**config.mk**
```make
export PLATFORM = sky130hd
export DESIGN_NAME = gray_seq_ctrl
export DESIGN_NICKNAME = d
export VERILOG_FILES = /design/src/rtl/gray_seq_ctrl.sv
export SDC_FILE = /design/constraint.sdc
export NUM_CORES = 1
export LEC_CHECK = 0
export ABC_AREA = 0
export BUFFER_PORTS_ARGS = -buffer_cell sky130_fd_sc_hd__buf_2
export CAP_MARGIN = 20
export CORE_ASPECT_RATIO = 0.8
export CORE_MARGIN = 2
export CORE_UTILIZATION = 45
export DETAILED_ROUTE_END_ITERATION = 8
export PLACE_DENSITY = 0.67
export SKIP_LAST_GASP = 1
export SLEW_MARGIN = 20
export SYNTH_ARGS = -nofsm -noshare
export SYNTH_HDL_FRONTEND = slang
export SYNTH_SLANG_ARGS = --single-unit
export TNS_END_PERCENT = 30
```
**constraint.sdc**
```tcl
create_clock -name clk -period 2.1 [get_ports clk]
set_input_delay 0.21 -clock clk [delete_from_list [all_inputs] [get_ports clk]]
set_output_delay 0.21 -clock clk [all_outputs]
set_load 0.005 [all_outputs]
```
**src/rtl/gray_seq_ctrl.sv**
```systemverilog
// gray_seq_ctrl: sequencing controller for a Gray-code phase counter.
// Runs a programmed number of laps (2^WIDTH steps each) up or down. Hold
// freezes the phase and abort cancels the run. Lap wraps and completion are
// reported as one-cycle pulses. All outputs are registered.
module gray_seq_ctrl #(
  parameter int WIDTH = 3,
  parameter int LAP_W = 4
) (
  input  logic             clk,
  input  logic             reset,
  input  logic             start,
  input  logic [LAP_W-1:0] laps,
  input  logic             dir,
  input  logic             hold,
  input  logic             abort,
  output logic [WIDTH-1:0] gray,
  output logic             wrap,
  output logic [LAP_W-1:0] lap_cnt,
  output logic             busy,
  output logic             done
);

  typedef enum logic [1:0] {
    IDLE = 2'd0,
    RUN  = 2'd1,
    HOLD = 2'd2,
    DONE = 2'd3
  } state_t;

  state_t           state;
  logic [WIDTH-1:0] idx;
  logic [WIDTH-1:0] idx_next;
  logic [LAP_W-1:0] laps_q;
  logic [LAP_W-1:0] lap_next;

  function automatic logic [WIDTH-1:0] to_gray(input logic [WIDTH-1:0] v);
    return v ^ (v >> 1);
  endfunction

  // Candidate next index and lap count for a step in the sampled direction.
  always_comb begin
    idx_next = dir ? (idx - WIDTH'(1)) : (idx + WIDTH'(1));
    lap_next = lap_cnt + LAP_W'(1);
  end

  // Controller FSM with registered phase, lap count and handshake outputs.
  // NOTE: every register here uses <= so all state updates see the values
  // from before the edge, regardless of statement order.
  always_ff @(posedge clk) begin
    if (reset) begin
      state   <= IDLE;
      idx     <= '0;
      laps_q  <= '0;
      gray    <= '0;
      wrap    <= 1'b0;
      lap_cnt <= '0;
      busy    <= 1'b0;
      done    <= 1'b0;
    end else begin
      // Pulse outputs fall back to zero unless set below.
      wrap <= 1'b0;
      done <= 1'b0;
      unique case (state)
        IDLE: begin
          idx  <= '0;
          gray <= '0;
          if (start) begin
            lap_cnt <= '0;
            laps_q  <= laps;
            if (laps == '0) begin
              state <= DONE;
              done  <= 1'b1;
            end else begin
              state <= RUN;
              busy  <= 1'b1;
            end
          end
        end

        RUN: begin
          if (abort) begin
            state <= IDLE;
            idx   <= '0;
            gray  <= '0;
            busy  <= 1'b0;
          end else if (hold) begin
            state <= HOLD;
          end else begin
            idx  <= idx_next;
            gray <= to_gray(idx_next);
            if (idx_next == '0) begin
              wrap    <= 1'b1;
              lap_cnt <= lap_next;
              if (lap_next == laps_q) begin
                state <= DONE;
                busy  <= 1'b0;
                done  <= 1'b1;
              end
            end
          end
        end

        HOLD: begin
          if (abort) begin
            state <= IDLE;
            idx   <= '0;
            gray  <= '0;
            busy  <= 1'b0;
          end else if (!hold) begin
            // Release only re-enters RUN; the next step happens one edge later.
            state <= RUN;
          end
        end

        DONE: begin
          // done was raised on entry; it drops here as we return to IDLE.
          state <= IDLE;
          idx   <= '0;
          gray  <= '0;
          busy  <= 1'b0;
        end

        default: state <= IDLE;
      endcase
    end
  end

endmodule

```
==> results.cfg, run 1 <==
[status]
outcome = complete, no violations

[yosys]
yosysWarningCount = 0
synth.most_common_cell = dfxtp_1
synthFlopType = dfxtp_1
syn_area_um2 = 1010
synth-seq-cells = 18
netlist.top_cell.by_area = dfxtp_1
ys_top_cells_by_area = dfxtp_1 36%, mux2i_1 5.0%, a21oi_1 4.5%
syn_avg_cell_area_um2 = 9.72
netlist_top_cells_count = 18 x dfxtp_1, 10 x nor2_1, 9 x a21oi_1, 5 x mux2i_1, 5 x o21ai_0
synth.distinct_cells = 43
synth_nets = 118
synth_cells = 104
synthArstFlopShare_pct = 0
synth_edf_count = 0
synth_top_area_share_pct = 35.6
ys_seq_area_share_pct = 35.6

[setup_path]
crit_path_end_kind = register
cp_max_fo = 8
cp.required_ns = 2.32
cp-start-kind = register
crit_arrival_ns = 2.08
critPathKind = register to register

[clock_network]
clk_transition_reported_paths_ns = 0.11
cts_buffers = 3
htreeDepth = 1
cts_root_buf = clkbuf_4
insertion_delay_ns = 0.31
clockBufferDepth = 2
cts_tree = done
clock_sinks = 18
post_cts_buffers = 0

[finish]
n_fill_cell = 194
antenna_cells = 0
nets = 140
drive_above_1_share_pct = 28.0
fin_cells = 150
syn_to_final_growth_pct = 15.3

[detailed_routing]
vias = 833
via_per_inst = 5.55
wl_met3_um = 103
drt-met1-wl_um = 1060
wl_met2_um = 924
drt_iter0_markers = 13
postRouteAntennaNets = 0
drt_wl_total_um = 2110
post_drt_wl_per_cell_um = 14.1
top_layer = met4
post-route-drc-count = 0
dr.pass1.iters = 4

[grt]
grt_pass1_vias = 744
grt_overflow = 0
antenna_found_initial = 0
grt_pass1_wl_um = 3400
grtUsageTotal_pct = 17.4
grt_max_degree = 20

[power]
p_leak_nw = 0.496
pwr_density_cell_nw_per_um2 = 595
irDropWorstVdd_mv = 0.344

[floorplanning]
fp-row-count = 15
start_util_pct = 47.3
die_w_um = 57.0
die_h_um = 46.4
ios = 20
die-area_um2 = 2640
coreArea_um2 = 2140

[placement]
dp.cells = 146
gp_congestion = 0.831
hpwl_um = 1570
io_buffers = 19

[sta]
tightest_slew_ns = 0.517
timing.final.crit_share_pct = 89.0
min_period_ns = 1.87
fin_worst_skew_ns = 0.00588
tns_ns = 0
rsz0062_at_grt = no
finalHoldViolations = 0
slew_violations = 0
maxSlewHeadroom_pct = 65.5
setup_violations = 0
max_freq_ghz = 0.535

[run]
cap_violations = 0

[min_path]
min_path_type = input port to register
per-stage QoR:
| step | hold WS, ns | power [mW] | area (µm²) | utilization, % | setup slack [ns] |
|---|---|---|---|---|---|
| after floorplan | 0.357 | 0.442 | 1010 | - | 0.282 |
| after global placement | 0.471 | 0.474 | 1130 | 52.7 | 0.193 |
| after detailed placement | 0.491 | 0.476 | 1130 | 52.7 | 0.141 |
| after CTS | 0.164 | 0.700 | 1160 | 54.4 | 0.123 |
| after global routing | 0.194 | 0.723 | 1170 | 54.5 | 0.0906 |
| final | 0.169 | 0.694 | 1170 | 54.5 | 0.231 |
kinds of logic after synthesis:
family	count (synthesis)	share of synthesized area (%)
compound gates	23	14.4
xor+xnor	8	9.65
fa+ha+maj	4	5.69
buf+inv	6	3.46
flops	18	35.6
mux	6	6.06
simple gates	39	25.1
area by class of cell:
class	instances	area, µm²	share of cell area, %
clock buffers	4	36.3	3.11
inverters	1	3.75	0.322
multi-input cells	80	617	52.9
flip-flops and latches	18	360	30.9
well taps	25	31.3	2.68
repair buffers	22	118	10.1
routing by layer:
metal / vias to the layer above / global-route usage, %
li1: 421 / -
met1: 391 / 22.0
met2: 16 / 28.5
met3: 5 / 5.90
met4: 0 / 5.58
met5: - / 0
critical path: stages (launching register included):
cell       delay [ns]
dfxtp_1          0.38
fa_1             0.41
xnor3_2          0.33
and3_1           0.22
nand3_1          0.10
a2111oi_2        0.35
power by group:
part | internal, mW | switching (mW) | total, mW
registers | 0.353 | 0.0103 | 0.363
logic | 0.0499 | 0.0555 | 0.105
clock network | 0.106 | 0.119 | 0.225
flip-flops by register name, indices dropped and copies added, names as in the netlist:
name,cells
busy,1
lap_cnt,4
laps_q,4
done,1
idx,2
gray,3
state,2
wrap,1
path summary, 6_finish.rpt:
kind                            startpoint         to  slack, ns  depth (start not counted)
worst max-delay path                idx[0]   state[1]       0.23                          5
worst min-delay path               laps[2]  laps_q[2]       0.17                          3
worst max register to register      idx[0]   state[1]       0.23                          5
worst min register to register     gray[0]    gray[0]       0.51                          2
what timing repair did:
action                                  in CTS  in global routing
hold buffers                                 0                  0
endpoints found under the setup margin       0                  1
resized for setup                            0                  1
cell usage in the layout (no fill, tap or decap), types with 3 or more instances in the layout:
master	count
a21oi_1	9
and3_1	3
buf_2	19
buf_4	3
clkbuf_4	3
dfxtp_1	18
ha_1	3
mux2i_1	5
nand2_1	4
nor2_1	10
o21ai_0	5
xnor2_1	4
(Power assumes the default switching activity.)
==> inputs of run 2 (changes only) <==
- CORE_UTILIZATION: 45 -> 25
- PLACE_DENSITY: 0.67 -> not set
==> run 2 against run 1 <==
Compared with the run above: via count is 0.84% lower; final cell count increased by 19%; die area rose by 73%; non-clock buffer count is 1 lower; critical endpoint unchanged; first-iteration DRC count grew to 2.8 times the previous value; critical path depth did not move; sequential share of layout area decreased by 1.2 points; largest power group unchanged; critical path type unchanged; flip-flop and latch count is the same; routed wire length grew 7.5%.
==> results.cfg, run 2 (synthesized netlist as in run 1, its figures left out) <==
[status]
outcome = complete, no violations

[min_path]
min_path_type = input port to register

[run]
cap_violations = 0

[floorplanning]
ios = 20
die_h_um = 60.9
fp-row-count = 20
die-area_um2 = 4570
coreArea_um2 = 3830
die_w_um = 75.1
start_util_pct = 26.4

[finish]
syn_to_final_growth_pct = 20.2
n_fill_cell = 408
final_cell_mix = 19 x buf_2, 18 x dfxtp_1, 10 x nor2_1, 9 x a21oi_1
antenna_cells = 0
final_util_pct = 31.7
layout_commonest_cell = buf_2
fin_cells = 179
final_area_um2 = 1210
drive_above_1_share_pct = 27.4
largestRegisters = lap_cnt: 4 flops, laps_q: 4 flops, gray: 3 flops
nets = 139

[detailed_routing]
drt_iter0_markers = 36
post-route-drc-count = 0
post_drt_wl_per_cell_um = 12.7
via_per_inst = 4.61
vias = 826
postRouteAntennaNets = 0
drt_wl_total_um = 2270
dr.pass1.iters = 4

[grt]
grtUsageTotal_pct = 11.7
antenna_found_initial = 0
grt_max_degree = 20
grt_pass1_wl_um = 3960
grt_pass1_vias = 828
grt_overflow = 0

[clock_network]
htreeDepth = 1
post_cts_buffers = 0
clock_sinks = 18
cts_buffers = 3
cts_root_buf = clkbuf_8
clockBufferDepth = 2
clk_transition_reported_paths_ns = 0.07
cts_tree = done
insertion_delay_ns = 0.26

[placement]
gp_congestion = 0.835
io_buffers = 19
hpwl_um = 1720
place_area_um2 = 1160
dp.cells = 175

[sta]
tightest_slew_ns = 0.513
hold_slack_ns = 0.231
maxSlewHeadroom_pct = 65.8
finalHoldViolations = 0
min_period_ns = 1.89
slew_violations = 0
fin_worst_skew_ns = 0.00226
tns_ns = 0
rsz0062_at_grt = no
setup_violations = 0
max_freq_ghz = 0.528
timing.final.crit_share_pct = 90.2

[setup_path]
crit_arrival_ns = 2.06
cp-start-kind = register
cp_max_fo = 8
critPathKind = register to register
crit_path_end_kind = register
cp.required_ns = 2.26

[power]
p_sw_share_pct = 25.0
comb_power_share_pct = 13.6
pwr-share-clk_pct = 38.2
internal_power_uw = 569
seqPwrFrac_pct = 48.2
p_leak_nw = 0.498
p_switching_uw = 190
irDropWorstVdd_mv = 0.325
pwr_density_cell_nw_per_um2 = 625
[run 2: cell types whose count changed in the layout (fill, tap and decap cells not counted)]
| cell | delta |
|---|---|
| buf_4 | -1 |
| clkbuf_4 | -3 |
| clkbuf_8 | +3 |
[run 2: layer usage]
| layer | part of all wire, % | track usage [%] | vias up |
|---|---|---|---|
| met3 | 6.2 | 4.65 | 5 |
| met4 | 1.2 | 3.83 | 0 |
| met5 | 0 | 0 | - |
| met2 | 41 | 17.2 | 19 |
| met1 | 52 | 15.8 | 385 |
| li1 | - | - | 417 |
[run 2: timing repair]
| action | 4_1_cts | 5_1_grt |
|---|---|---|
| hold buffers | 0 | 0 |
| gates resized for setup | 0 | 1 |
| setup endpoints to repair | 0 | 1 |
[run 2: critical path, cell delays in order (launching register included)]
cell,delay (ns)
dfxtp_1,0.37
fa_1,0.42
xnor3_2,0.33
and3_1,0.22
nand3_1,0.11
a2111oi_2,0.35
[run 2: stage by stage]
stage / setup slack, ns / power (mW)
6_report: 0.206 / 0.759
5_1_grt: 0.100 / 0.802
2_1_floorplan: 0.282 / 0.442
3_5_place_dp: 0.140 / 0.476
4_1_cts: 0.132 / 0.772
3_3_place_gp: 0.193 / 0.473
[run 2: layout make-up]
class                      count  area [µm²]  share of cell area, %
sequential                    18         360                   29.7
multi-input combinational     80         617                   50.8
inverter                       1        3.75                  0.309
tap                           55        68.8                   5.66
timing repair buffer          21         110                   9.06
clock buffer                   4        55.1                   4.53
[run 2: path summary, 6_finish.rpt]
check / from / endpoint / slack [ns] / cells after the start
worst max-delay path: idx[0] / state[1] / 0.21 / 5
worst min-delay path: laps[2] / laps_q[2] / 0.23 / 3
worst max register to register: idx[0] / state[1] / 0.21 / 5
worst min register to register: gray[2] / gray[2] / 0.48 / 2
[run 2: power by group through the flow]
stage / Combinational (mW) / Sequential, mW / Clock, mW
floorplan: 0.0747 / 0.367 / 0
global placement: 0.100 / 0.373 / 0
detailed placement: 0.102 / 0.374 / 0
CTS: 0.103 / 0.366 / 0.303
global route: 0.115 / 0.368 / 0.319
finish: 0.103 / 0.366 / 0.290
